`config.mk`:
```
export PLATFORM = sky130hd
export DESIGN_NAME = sample_deser
export DESIGN_NICKNAME = d
export VERILOG_FILES = /design/src/rtl/sample_deser.sv
export SDC_FILE = /design/constraint.sdc
export NUM_CORES = 1
export LEC_CHECK = 0
export CORE_MARGIN = 5
export CORE_UTILIZATION = 54
export CTS_BUF_LIST = sky130_fd_sc_hd__clkbuf_16
export DETAILED_ROUTE_END_ITERATION = 8
export PLACE_DENSITY = 0.76
export SYNTH_ARGS = -nofsm -noshare
export SYNTH_HDL_FRONTEND = slang
export SYNTH_SLANG_ARGS = --single-unit
```
`constraint.sdc`:
```
create_clock -name CK -period 2 [get_ports CK]
set_clock_uncertainty 0.15 [all_clocks]
set_input_delay 0.4 -clock CK [delete_from_list [all_inputs] [get_ports CK]]
set_output_delay 0.4 -clock CK [all_outputs]
set_load 0.02 [all_outputs]
```
`src/rtl/sample_deser.sv`:
```
// Serial-to-parallel deserializer: framed serial bits into WIDTH-bit words with one word of output buffering.
// Define SAMPLE_DESER_CELLS_EN to build every flop from dffrx1 library cells instead of behavioural registers.
module sample_deser #(
  parameter int unsigned WIDTH     = 8,
  parameter bit          MSB_FIRST = 1'b1
) (
  input  logic             CK,
  input  logic             RB,
  input  logic             SI,
  input  logic             SV,
  input  logic             SYNC,
  output logic             SRDY,
  output logic [WIDTH-1:0] PO,
  output logic             PV,
  input  logic             PR,
  output logic             FERR
);

  localparam int unsigned CW  = $clog2(WIDTH);
  localparam int unsigned NFF = 2 * WIDTH + CW + 4;

  // IDLE encodes as zero so every flop resets to 0
  typedef enum logic [1:0] {
    IDLE  = 2'b00,
    SHIFT = 2'b01,
    STALL = 2'b10
  } state_t;

  // Flop vector layout: {sh, PO, cnt, PV, FERR, state}
  logic [NFF-1:0]   w_d;
  logic [NFF-1:0]   r_q;

  state_t           w_state;
  logic [CW-1:0]    w_cnt;
  logic [WIDTH-1:0] w_sh;

  state_t           w_state_n;
  logic [CW-1:0]    w_cnt_n;
  logic [WIDTH-1:0] w_sh_n;
  logic [WIDTH-1:0] w_po_n;
  logic             w_pv_n;
  logic             w_ferr_n;

  logic             w_accept;
  logic [WIDTH-1:0] w_base;
  logic [WIDTH-1:0] w_shifted;

  assign w_state = state_t'(r_q[1:0]);
  assign FERR    = r_q[2];
  assign PV      = r_q[3];
  assign w_cnt   = r_q[4 +: CW];
  assign PO      = r_q[4 + CW +: WIDTH];
  assign w_sh    = r_q[4 + CW + WIDTH +: WIDTH];

  assign SRDY     = (w_state != STALL);
  assign w_accept = SV && (w_state != STALL);

  // A SYNC bit starts from an empty register so the old partial word is discarded
  always_comb begin
    w_base = SYNC ? '0 : w_sh;
    if (MSB_FIRST) begin
      w_shifted = {w_base[WIDTH-2:0], SI};
    end else begin
      w_shifted = {SI, w_base[WIDTH-1:1]};
    end
  end

  always_comb begin
    w_state_n = w_state;
    w_cnt_n   = w_cnt;
    w_sh_n    = w_sh;
    w_po_n    = PO;
    w_pv_n    = PV;
    w_ferr_n  = 1'b0;

    if (PV && PR) begin
      w_pv_n = 1'b0;
    end

    case (w_state)
      IDLE: begin
        if (w_accept && SYNC) begin
          w_sh_n    = w_shifted;
          w_cnt_n   = CW'(1);
          w_state_n = SHIFT;
        end
      end
      SHIFT: begin
        if (w_accept) begin
          w_sh_n   = w_shifted;
          w_ferr_n = SYNC && (w_cnt != '0);
          if (SYNC) begin
            w_cnt_n = CW'(1);
          end else if (w_cnt == CW'(WIDTH - 1)) begin
            w_cnt_n = '0;
            if (!PV || PR) begin
              w_po_n = w_shifted;
              w_pv_n = 1'b1;
            end else begin
              w_state_n = STALL;
            end
          end else begin
            w_cnt_n = w_cnt + CW'(1);
          end
        end
      end
      STALL: begin
        // Completed word waits in sh until the output register drains
        if (PR) begin
          w_po_n    = w_sh;
          w_pv_n    = 1'b1;
          w_state_n = SHIFT;
        end
      end
      default: begin
        w_state_n = IDLE;
      end
    endcase
  end

  assign w_d = {w_sh_n, w_po_n, w_cnt_n, w_pv_n, w_ferr_n, w_state_n};

`ifdef SAMPLE_DESER_CELLS_EN
  for (genvar g = 0; g < NFF; g++) begin : g_ff
    dffrx1 u_ff (
      .CK (CK),
      .RB (RB),
      .D  (w_d[g]),
      .Q  (r_q[g])
    );
  end
`else
  always_ff @(posedge CK or negedge RB) begin
    if (!RB) begin
      r_q <= '0;
    end else begin
      r_q <= w_d;
    end
  end
`endif

endmodule

```
# Yosys cells after proc, flatten, opt, wreduce, memory -nomap -nowiden

Index checks and enable logic that the tools add are counted.

Word-level logic and storage cells: 60
Input port bits: 6
Output and inout port bits: 11
Register bits after elaboration: 23

Equality and inequality tests: 11
Muxes and demuxes: 31
Reduce and logical (&&, ||, !) cells: 13
Add/sub/neg operators: 1

Operator list:

| operator                                                         | count |
|---|---|
| 8-bit two-way mux                                                | 7 |
| 8-bit case mux with 2 select lines                               | 2 |
| 2-bit inequality test (second input constant)                    | 8 |
| 2-bit two-way mux                                                | 6 |
| 3-bit two-way mux                                                | 4 |
| 6-bit AND reduction                                              | 2 |
| 1-bit two-way mux                                                | 8 |
| 7-bit two-way mux                                                | 1 |
| 2-bit case mux with 3 select lines                               | 1 |
| 3-bit case mux with 2 select lines                               | 1 |
| 1-bit logical AND                                                | 4 |
| 2-bit nonzero test                                               | 2 |
| 3-bit by 1-bit adder with 3-bit output (second input constant)   | 1 |
| 3-bit == test (second input constant)                            | 1 |
| 3-bit AND reduction                                              | 1 |
| 3-bit nonzero test                                               | 1 |
| 2-bit by 1-bit == test with 1-bit output (second input constant) | 1 |
| 2-bit == test (second input constant)                            | 1 |
| 2-bit zero test                                                  | 1 |
| 1-bit case mux with 2 select lines                               | 1 |
| 1-bit zero test                                                  | 1 |
| 1-bit logical OR                                                 | 1 |

# Longest topological paths before layout

Depth after elaboration: 7
Gate-level depth with buffers: 8
Depth with buffers taken out: 6

# Worst setup path before layout

Ideal clock, no wire load.

Path type: flip-flop to flip-flop
From: reg r_q[0]
To: reg r_q[6]
Cell stages (with the launch flop): 8
Period minus slack after synthesis: 1.716 ns
Path slack: 0.284 ns
Library setup time: 0.123 ns
Arrival: 1.443 ns
Data required time: 1.727 ns
Path buffers: 1
Cell sequence: dfrtp_1 > inv_1 > ha_1 > mux2i_2 > nor2_1 > buf_4 > nand3_1 > nand2_1

Cells in the longest elaborated chain, start to end: 5
Elaborated cells between the ends (all ways): 10
Those cells by class: 4 x eq/ne; 1 x mux; 5 x reduce/logical

RTL lines:

| item                            | line | source |
|---|---|---|
| from (decl)                     | 31   | `logic [NFF-1:0] r_q;` |
| from (signal assigned)          | 137  | `r_q <= w_d;` |
| 2-bit inequality test           | 56   | `assign w_accept = SV && (w_state != STALL);` |
| 1-bit logical AND               | 56   |  |
| 1-bit logical AND               | 82   | `if (w_accept && SYNC) begin` |
| 2-bit inequality test (no line) | --   |  |
| 3-bit AND reduction (no line)   | --   |  |

Several ways; a longest one is shown, not always the timed one.
A chain may end at the register's enable or synchronous reset.

# Worst setup path after layout

From: reg r_q[0]
To: out SRDY

Cells in the longest elaborated chain, start to end: 1

RTL lines:

| item                  | line | source |
|---|---|---|
| 2-bit inequality test | 55   | `assign SRDY = (w_state != STALL);` |
| to (decl)             | 12   | `output logic SRDY,` |

No other way between the ends.

==> impl_metrics.toml <==
[outcome]
outcome = "complete, no violations"

[global_routing]
overflow = 0
grt_pass1_vias = 972
grt_pass1_wl_microns = 4236
antenna_found_initial = 0
grt.total_usage_pct = 16.21
grt_max_degree = 24

[logic_synthesis]
netlist.area_leader.share_pct = 43.48
ys_types = 30
yosysMostFrequentCell = "dfrtp_1"
synth_ff_type = "dfrtp_1"
synthArstFlopShare_pct = 100.0
yosys-top-cells-count = "23 x dfrtp_1, 13 x nand2_1, 11 x buf_4, 11 x inv_1, 10 x o21ai_0"
syn_inst = 137
synth-seq-cells = 23
synth.yosys.seq_area_share_pct = 43.48
synth_edf_count = 0
yosys-top-cells-area = "dfrtp_1 43%, ha_1 6.6%, buf_4 6.2%"
syn-cell-area_sq_um = 1324
synth_area_per_cell_sq_um = 9.663
synth-warning-count = 0
syn_nets = 150
synth_largest_area_cell = "dfrtp_1"

[detailed_routing]
via_count = 990
antenna_left = 0
wl_per_cell_microns = 13.87
avgViaCountPerCell = 5.440
drt_pass1_iterations = 4
drc = 0
wl_microns = 2525
drtIter0Drc = 28

[clocking]
cts.sinks = 23
root_buffer = "clkbuf_16"
cts_buffers = 3
worst_skew_pair.late_latency_ns = 0.26
cts.clk_slew.worst_paths_ns = 0.06
hold_buffers = 0
htree_levels = 1
clockBufferDepth = 2
cts_tree = "done"

[die]
rows = 18
core-area_sq_um = 2410
num_io_pins = 17
initial_core_util_pct = 54.93
die_w_microns = 59.51
die-height_microns = 59.51
die_area_sq_um = 3541

[setup_path]
cp_num_buf_inv = 3
worstPathRequired_ns = 1.45
path_max_fanout = 5
critPathLaunchType = "register"
cp_cell_sequence = "inv_1 -> ha_2 -> inv_1 -> dlygate4sd2_1"
slowest_stage = "dfrtp_1"
critical_path_class = "register to output port"
critPathArrivalTime_ns = 1.39
slowest_delay_ns = 0.37
cp_top_family = "buffers and inverters"
crit_top_cell = "inv_1"
endpoint_kind = "output port"

[power_and_ir_drop]
leakage_nw = 0.6833
max-vdd-ir-drop_uv = 792.4
power.density_nw_per_um2 = 1000

[timing]
drv_slew = 0
setup_tns_ns = 0
worstMarginPinSlew_ns = 0.2938
whs_ns = 0.3336
fmax_ghz = 0.5145
fin_crit_ns = 1.944
setup_ws_ns = 0.05627
final_hold_viol_count = 0
relSlewSlack_pct = 80.37
rsz0062_at_grt = "true"
min_period_over_period_pct = 97.19
setup_viol = 0

[finish]
area_growth_pct = 20.51
largest_reg_flops = 23
final_nets = 166
largestRegisters = "r_q (23)"
top_register = "r_q"
fin_cells = 182
fill_cells = 187
layout-drive-gt1-share_pct = 16.45
diodes = 0

[placed_design]
dp_hpwl_microns = 1854
place_inst = 178
place.gp.congestion = 0.7640
port_buffers = 16
post-place-ws_ns = 0.02057

[run]
maxCapViolations = 0

[hold_path]
hp-class = "register to register"
## routing by layer
layer | wire, microns | up-vias | track usage, %
li1 | - | 502 | -
met1 | 1125 | 457 | 19.75
met2 | 1216 | 24 | 25.90
met3 | 126 | 7 | 5.882
met4 | 57 | 0 | 6.646
met5 | 0 | - | 0
## report_power, final
part / total, W / internal, W / switching [W] / leakage (nW)
Combinational: 0.000570 / 0.000258 / 0.000312 / 0.330
Clock: 0.000434 / 0.000269 / 0.000165 / 0.0409
Sequential: 0.000593 / 0.000548 / 0.0000446 / 0.312
Total: 0.00160 / 0.00107 / 0.000521 / 0.683
## worst min-delay path: cells and delay by family, from the launching register on
kind	cells	cell delay, ns
flip-flops	1	0.35
AO/OA/AOI/OAI	1	0.05
AND/OR/NAND/NOR	1	0.06
## stage by stage
step | area, sq um | utilization (%) | power [W]
5_1_grt | 1595 | 66.20 | 0.001706
3_3_place_gp | 1498 | 62.15 | 0.001106
6_report | 1595 | 66.20 | 0.001596
3_5_place_dp | 1498 | 62.15 | 0.001129
4_1_cts | 1577 | 65.42 | 0.001570
2_1_floorplan | 1324 | - | 0.0009806
## cell type report
cell class | count | area [sq um] | share of cell area (%)
clock buffer | 3 | 75.07 | 4.706
clock inverter | 1 | 5.005 | 0.3137
inverter | 11 | 41.29 | 2.588
multi-input combinational | 87 | 606.8 | 38.04
sequential | 23 | 575.6 | 36.08
tap | 30 | 37.54 | 2.353
timing repair buffer | 27 | 254.0 | 15.92
## cells by family (layout without fill, tap and decap cells)
group	Yosys count	count (layout)	synth area share, %
flip-flops	23	23	43.48
AND/OR/NAND/NOR	43	43	18.15
buffers and inverters	27	42	12.10
adder cells (fa/ha/maj)	7	7	6.616
AO/OA/AOI/OAI	32	32	15.50
multiplexers	5	5	4.159
## timing repair
action                                  4_1_cts  5_1_grt
setup buffers                                 0        0
endpoints found under the setup margin        1       19
endpoints found under the hold margin         0        0
pin swaps                                     0        0
cloned                                        0        0
gates resized for setup                       1        5
## layout by cell type, fill, tap and decap left out, types with 3 or more instances in the layout
master           instances
ha_1                     4
mux2i_1                  3
nor2b_1                  6
nand2_1                 13
clkdlybuf4s50_1         15
o21ai_1                  8
ha_2                     3
inv_1                   11
buf_4                   10
nor3_1                   7
clkbuf_16                3
o21ai_0                 10
a21oi_1                  6
dfrtp_1                 23
or4_1                    5
nand3_1                  4
## path summary, 6_finish.rpt
check | from | endpoint | slack [ns] | depth (start not counted)
max | r_q[0]$_DFFE_PN0P_ | SRDY | 0.06 | 4
min | r_q[10]$_DFFE_PN0P_ | r_q[10]$_DFFE_PN0P_ | 0.33 | 2
max reg2reg | r_q[0]$_DFFE_PN0P_ | r_q[14]$_DFFE_PN0P_ | 0.09 | 8
min reg2reg | r_q[10]$_DFFE_PN0P_ | r_q[10]$_DFFE_PN0P_ | 0.33 | 2
max in group asynchronous | RB | r_q[0]$_DFFE_PN0P_ | 1.13 | 2
min in group asynchronous | RB | r_q[10]$_DFFE_PN0P_ | 0.34 | 2
Power figures use the tool's default switching activity.
